$ cat src/rtl/clock_gen_pkg.sv
// Shared types and reset defaults for the clock divider bank.
// The counter width is fixed here because the channel config struct is built from it.
package clock_gen_pkg;

   localparam int CNT_W        = 16;
   localparam int DIV_RST_DEF  = 1;
   localparam int HIGH_RST_DEF = 1;

   typedef struct packed {
      logic [CNT_W-1:0] div;
      logic [CNT_W-1:0] high;
      logic [CNT_W-1:0] phase;
   } ch_cfg_t;

endpackage

$ cat src/rtl/clk_div_channel.sv
// One divided-clock channel: period counter, active/shadow config and registered outputs.
module clk_div_channel
   import clock_gen_pkg::*;
#(
   parameter int DIV_RST  = DIV_RST_DEF,
   parameter int HIGH_RST = HIGH_RST_DEF
) (
   input  logic             clk_100M,
   input  logic             rst,
   input  logic             en,
   input  logic             sync,
   input  logic             wr,
   input  logic [CNT_W-1:0] wr_div,
   input  logic [CNT_W-1:0] wr_high,
   input  logic [CNT_W-1:0] wr_phase,
   output logic             clk_out,
   output logic             clk_tick
);

   localparam ch_cfg_t CFG_RST = '{div: CNT_W'(DIV_RST), high: CNT_W'(HIGH_RST), phase: '0};

   ch_cfg_t          act_q;
   ch_cfg_t          shd_q;
   ch_cfg_t          act_nxt;
   logic             pend_q;
   logic             en_q;
   logic             apply;
   logic             wrap;
   logic [CNT_W-1:0] cnt_q;
   logic [CNT_W-1:0] cnt_nxt;

   // NOTE: every branch assigns every output, so no latch can be inferred.
   always_comb begin
      wrap    = (cnt_q == act_q.div);
      // A stopped or just-started channel has no period to finish, so it takes config at once.
      apply   = pend_q && (sync || !en || !en_q || wrap);
      act_nxt = apply ? shd_q : act_q;
      if (!en || !en_q || sync) begin
         cnt_nxt = act_nxt.phase;
      end else if (wrap) begin
         cnt_nxt = '0;
      end else begin
         cnt_nxt = cnt_q + CNT_W'(1);
      end
   end

   // NOTE: state registers use non-blocking assignments so every flop samples pre-edge values.
   always_ff @(posedge clk_100M or posedge rst) begin
      if (rst) begin
         cnt_q    <= '0;
         act_q    <= CFG_RST;
         shd_q    <= CFG_RST;
         pend_q   <= 1'b0;
         en_q     <= 1'b0;
         clk_out  <= 1'b0;
         clk_tick <= 1'b0;
      end else begin
         cnt_q <= cnt_nxt;
         act_q <= act_nxt;
         en_q  <= en;
         // A write landing on an apply cycle stays pending for the next apply point.
         if (wr) begin
            shd_q  <= '{div: wr_div, high: wr_high, phase: wr_phase};
            pend_q <= 1'b1;
         end else if (apply) begin
            pend_q <= 1'b0;
         end
         clk_out  <= en && (cnt_nxt < act_nxt.high);
         clk_tick <= en && (cnt_nxt == '0);
      end
   end

endmodule

$ cat src/rtl/clock_divider_bank.sv
// Multi-channel programmable clock divider: config decode/validation, reset release
// synchroniser, and one clk_div_channel per output.
module clock_divider_bank
   import clock_gen_pkg::*;
#(
   parameter int  NUM_CH   = 4,
   parameter int  DIV_RST  = DIV_RST_DEF,
   parameter int  HIGH_RST = HIGH_RST_DEF,
   localparam int CH_W     = (NUM_CH > 1) ? $clog2(NUM_CH) : 1
) (
   input  logic              clk_100M,
   input  logic              rst,
   input  logic              cfg_we,
   input  logic [CH_W-1:0]   cfg_ch,
   input  logic [CNT_W-1:0]  cfg_div,
   input  logic [CNT_W-1:0]  cfg_high,
   input  logic [CNT_W-1:0]  cfg_phase,
   output logic              cfg_err,
   input  logic [NUM_CH-1:0] ch_en,
   input  logic              sync_in,
   output logic [NUM_CH-1:0] clk_out,
   output logic [NUM_CH-1:0] clk_tick
);

   logic [1:0]       rst_pipe;
   logic             rst_int;
   logic             cfg_bad;
   logic             cfg_ok;
   logic [CNT_W-1:0] phase_st;

   // Reset asserts immediately but releases two edges later, on a clean clock boundary.
   always_ff @(posedge clk_100M or posedge rst) begin
      if (rst) begin
         rst_pipe <= 2'b11;
      end else begin
         rst_pipe <= {rst_pipe[0], 1'b0};
      end
   end

   assign rst_int  = rst_pipe[1];
   assign cfg_bad  = (cfg_div == '0) || (int'(cfg_ch) >= NUM_CH);
   assign cfg_ok   = cfg_we && !cfg_bad;
   assign phase_st = (cfg_phase > cfg_div) ? '0 : cfg_phase;

   always_ff @(posedge clk_100M or posedge rst_int) begin
      if (rst_int) begin
         cfg_err <= 1'b0;
      end else begin
         cfg_err <= cfg_we && cfg_bad;
      end
   end

   for (genvar i = 0; i < NUM_CH; i++) begin : g_ch
      clk_div_channel #(
         .DIV_RST  (DIV_RST),
         .HIGH_RST (HIGH_RST)
      ) u_ch (
         .clk_100M (clk_100M),
         .rst      (rst_int),
         .en       (ch_en[i]),
         .sync     (sync_in),
         .wr       (cfg_ok && (int'(cfg_ch) == i)),
         .wr_div   (cfg_div),
         .wr_high  (cfg_high),
         .wr_phase (phase_st),
         .clk_out  (clk_out[i]),
         .clk_tick (clk_tick[i])
      );
   end

endmodule

$ cat config.mk
export PLATFORM = sky130hd
export DESIGN_NAME = clock_divider_bank
export DESIGN_NICKNAME = d
export VERILOG_FILES = /design/src/rtl/clock_gen_pkg.sv /design/src/rtl/clk_div_channel.sv /design/src/rtl/clock_divider_bank.sv
export SDC_FILE = /design/constraint.sdc
export NUM_CORES = 1
export LEC_CHECK = 0
export ABC_CLOCK_PERIOD_IN_PS = 19600
export CAP_MARGIN = 20
export CORE_MARGIN = 10
export CORE_UTILIZATION = 50
export CTS_CLUSTER_SIZE = 25
export DETAILED_ROUTE_END_ITERATION = 8
export GPL_ROUTABILITY_DRIVEN = 0
export PLACE_DENSITY = 0.75
export SYNTH_ARGS = -nofsm -noshare
export SYNTH_HDL_FRONTEND = slang
export SYNTH_SLANG_ARGS = --single-unit
$ cat constraint.sdc
create_clock -name clk_100M -period 19.6 [get_ports clk_100M]
set_input_delay 3.92 -clock clk_100M [delete_from_list [all_inputs] [get_ports clk_100M]]
set_output_delay 3.92 -clock clk_100M [all_outputs]
set_load 0.03 [all_outputs]
==> qor.txt <==
outcome = completed
power density over cell area = 124 nW/um2
Synth Flop Type = dfrtp_1
category of the critical setup timing path = in2reg
GR Util All Layers = 22.2%
CTS tree = built
TritonRoute pass-1 iters = 7
mean instance size in the synthesized netlist = 10.6 um2
number of vias per cell = 5.75
Resize count post-CTS = 0
number of buffers between clock root and the deepest sink = 3
fraction of synthesized area in multiplexers = 12.1%
adder and majority cell fraction of the synthesized area = 4.53%
num rows = 76
kind of end point of the critical path = flop
startpoint of the worst register-to-register path = g_ch[2].u_ch.cnt_q[0]$_DFF_PP0_
final-report setup violation count = 0
fraction of registers with async set or reset after synthesis = 100%
number of nets in the layout = 2243
growth of design area from synthesis to finish = 12.8%
Max Fclk = 119 MHz
H-tree depth = 2
largest fanout on the critical path = 47
synth unique cells = 61
die extent in y = 230 um
endpoint of the most critical register-to-register path = g_ch[2].u_ch.clk_out$_DFF_PP0_
final cell count without fillers = 2731
DP Worst Slack = 10750 ps
number of global-route vias before repair = 15900
static power due to leakage = 11.8 nW
Fillers = 3604
library cell used as clock root buffer = clkbuf_16
number of nets produced by synthesis = 2215
Post-Synth XOR/XNOR Area = 5.14%
ranking of synthesized cells by instance count = 449 x dfrtp_1, 443 x nand2_1, 147 x o21ai_0
Clk pin slew, worst setup/hold paths = 60 ps
worst slew slack as a fraction of its limit = 28.8%
GR Overflow Total = 0
port bufs = 66
layout cells sized above 1 = 13.3%
post-route clock period utilization = 43.0%
area share of and/or/nand/nor cells after synthesis = 13.4%
worst clock skew = 9.97 ps
worst hold slack across all endpoints = 356 ps
part of the Yosys area used for sequential elements = 53.0%
Setup TNS = 0 ps
full die area = 53000 um2
largest vdd supply drop = 0.0713 mV
width of the die = 230 um
violation count after the first detailed-routing iteration = 1310
area fraction in compound gates after synthesis = 7.85%
Post-Syn Instances = 2077
count of placed standard cells including taps = 2641
Total Power Consumption = 3.08 mW
final period demand of the worst path = 8430 ps
Slew Limit Fails = 0
Antenna Violating Nets Remaining = 0
clock tree sinks = 467
DP HPWL = 39900 um
cts-stage hold buffer count = 0
worst r2r path cells = 16
effective utilization at floorplan = 50.9%
Hold Path Class = reg2reg
number of enable flip-flop cells after synthesis = 0
antenna violations before repair = 0
Worst Setup EP = g_ch[3].u_ch.clk_out$_DFF_PP0_
average wire length per cell after detail routing = 21.5 um
total standard cell area after synthesis = 22100 um2
DRT Wirelength = 58800 um
CP startpoint kind = input port
dominant cell by count in the synthesized netlist = dfrtp_1
pin count of the biggest net entering global routing = 203
Tightest Pin Transition = 1070 ps
area fraction of the dominant cell type after synthesis = 50.9%
Worst Setup SP = sync_in
Final WS setup = 11170 ps
core region area = 43400 um2
ranking of synthesized cells by area = dfrtp_1 51%, nand2_1 7.5%, mux2_2 7.2%, mux2i_1 4.9%, ha_1 4.5%
Final Hold Vio Count = 0
number of violations of the max-capacitance limit = 0
Via Count = 15700
number of synthesis warnings = 0
number of storage elements in the synthesis netlist = 467
number of primary I/O pins = 67
DRC violations left = 0
data arrival time at the worst-slack endpoint = 8960 ps
wire length of the first global-routing pass = 91800 um
setup repair after global routing missed its margin = no
main combinational cell family by area after synthesis = simple AND/OR/NAND/NOR gates
number of buffers inserted by post-CTS setup repair = 0
leading area contributor after synthesis = dfrtp_1
data required time of the worst path = 20130 ps
r2r setup slk = 15100 ps
Worst-Skew Late Latency = 590 ps
Inserted Clock Buffers = 47
[critical path, cell delays in order]
cell             delay, ps
clkdlybuf4s50_1        830
nor2_1                1010
nand2b_1               590
nand2_2                240
buf_4                  580
mux2i_1                230
ha_1                   240
a2111oi_0              370
o21ai_0                130
o21ai_0                 90
o21ai_0                160
nand3b_1               210
nor4_1                 180
a21o_1                 150
[kinds of logic after synthesis]
logic type	Yosys count
and+or+nand+nor	658
buffers and inverters	200
DFF	467
xor gates and xnor gates	127
AOI/OAI and AO/OA	294
other	1
adders and majority gates	80
muxes	250
[per-layer routing]
layer / vias up / share of wire [%] / GRT usage (%)
met5: - / 0 / 0
met4: 0 / 3.3 / 8.30
met3: 127 / 8.7 / 5.32
met2: 595 / 44 / 33.3
met1: 7791 / 44 / 30.6
li1: 7182 / - / -
[area by class of cell]
class,instances,area (um2),area share (%)
inverters,94,360,1.45
clock inverters,17,253,1.02
flip-flops and latches,467,11700,47.0
multi-input cells,1410,9560,38.4
diodes,3,7.51,0.0302
repair buffers,85,861,3.46
well taps,585,732,2.94
clock buffers,70,1410,5.68
[cells in the final DEF, fill, tap and decap left out, types with 7 or more instances in the layout]
cell type	instances
nand3_1	41
clkinv_2	8
buf_4	15
and4_1	11
nand2_2	7
o21a_1	9
a211oi_1	16
dfstp_2	18
nor2_1	30
clkbuf_16	48
a21o_1	10
ha_1	80
clkbuf_8	13
xnor2_1	80
o31ai_1	13
mux2i_1	107
or4_1	7
and3_1	14
nor2b_1	12
a21oi_1	28
nor4_1	23
nand4_1	29
inv_1	93
clkbuf_1	9
xor2_1	44
dfrtp_1	449
clkdlybuf4s50_1	66
nand2_1	436
nor3_1	13
o21ai_0	147
o22ai_1	43
mux2_2	142
[state kept, by name (all words and copies together), names as in the netlist]
register / flops
g_ch.u_ch.clk_tick: 4
g_ch.u_ch.act_q: 192
g_ch.u_ch.clk_out: 4
g_ch.u_ch.shd_q: 192
rst_pipe: 2
g_ch.u_ch.en_q: 4
g_ch.u_ch.cnt_q: 64
cfg_err: 1
g_ch.u_ch.pend_q: 4
[where the power goes]
group	internal, mW	switching [mW]
sequential	1.20	0.189
combinational	0.339	0.388
clock	0.578	0.385
[through the flow]
step / util [%] / instance area (um2)
after global routing: 57.4 / 24900
after floorplan: - / 22100
after CTS: 57.4 / 24900
final: 57.4 / 24900
after detailed placement: 53.5 / 23200
after global placement: 53.4 / 23200
[worst min path at each step]
stage / from / to / slack [ps] / cells past startpoint
2_1_floorplan: rst_pipe[0]$_DFF_PP1_ / rst_pipe[1]$_DFF_PP1_ / 350 / 0
5_1_grt: rst_pipe[0]$_DFF_PP1_ / rst_pipe[1]$_DFF_PP1_ / 360 / 0
4_1_cts: rst_pipe[0]$_DFF_PP1_ / rst_pipe[1]$_DFF_PP1_ / 360 / 0
6_report: rst_pipe[0]$_DFF_PP1_ / rst_pipe[1]$_DFF_PP1_ / 360 / 0
3_5_place_dp: rst_pipe[0]$_DFF_PP1_ / rst_pipe[1]$_DFF_PP1_ / 350 / 0
3_3_place_gp: rst_pipe[0]$_DFF_PP1_ / rst_pipe[1]$_DFF_PP1_ / 350 / 0
Note: power is estimated with default switching activity, not from simulation.
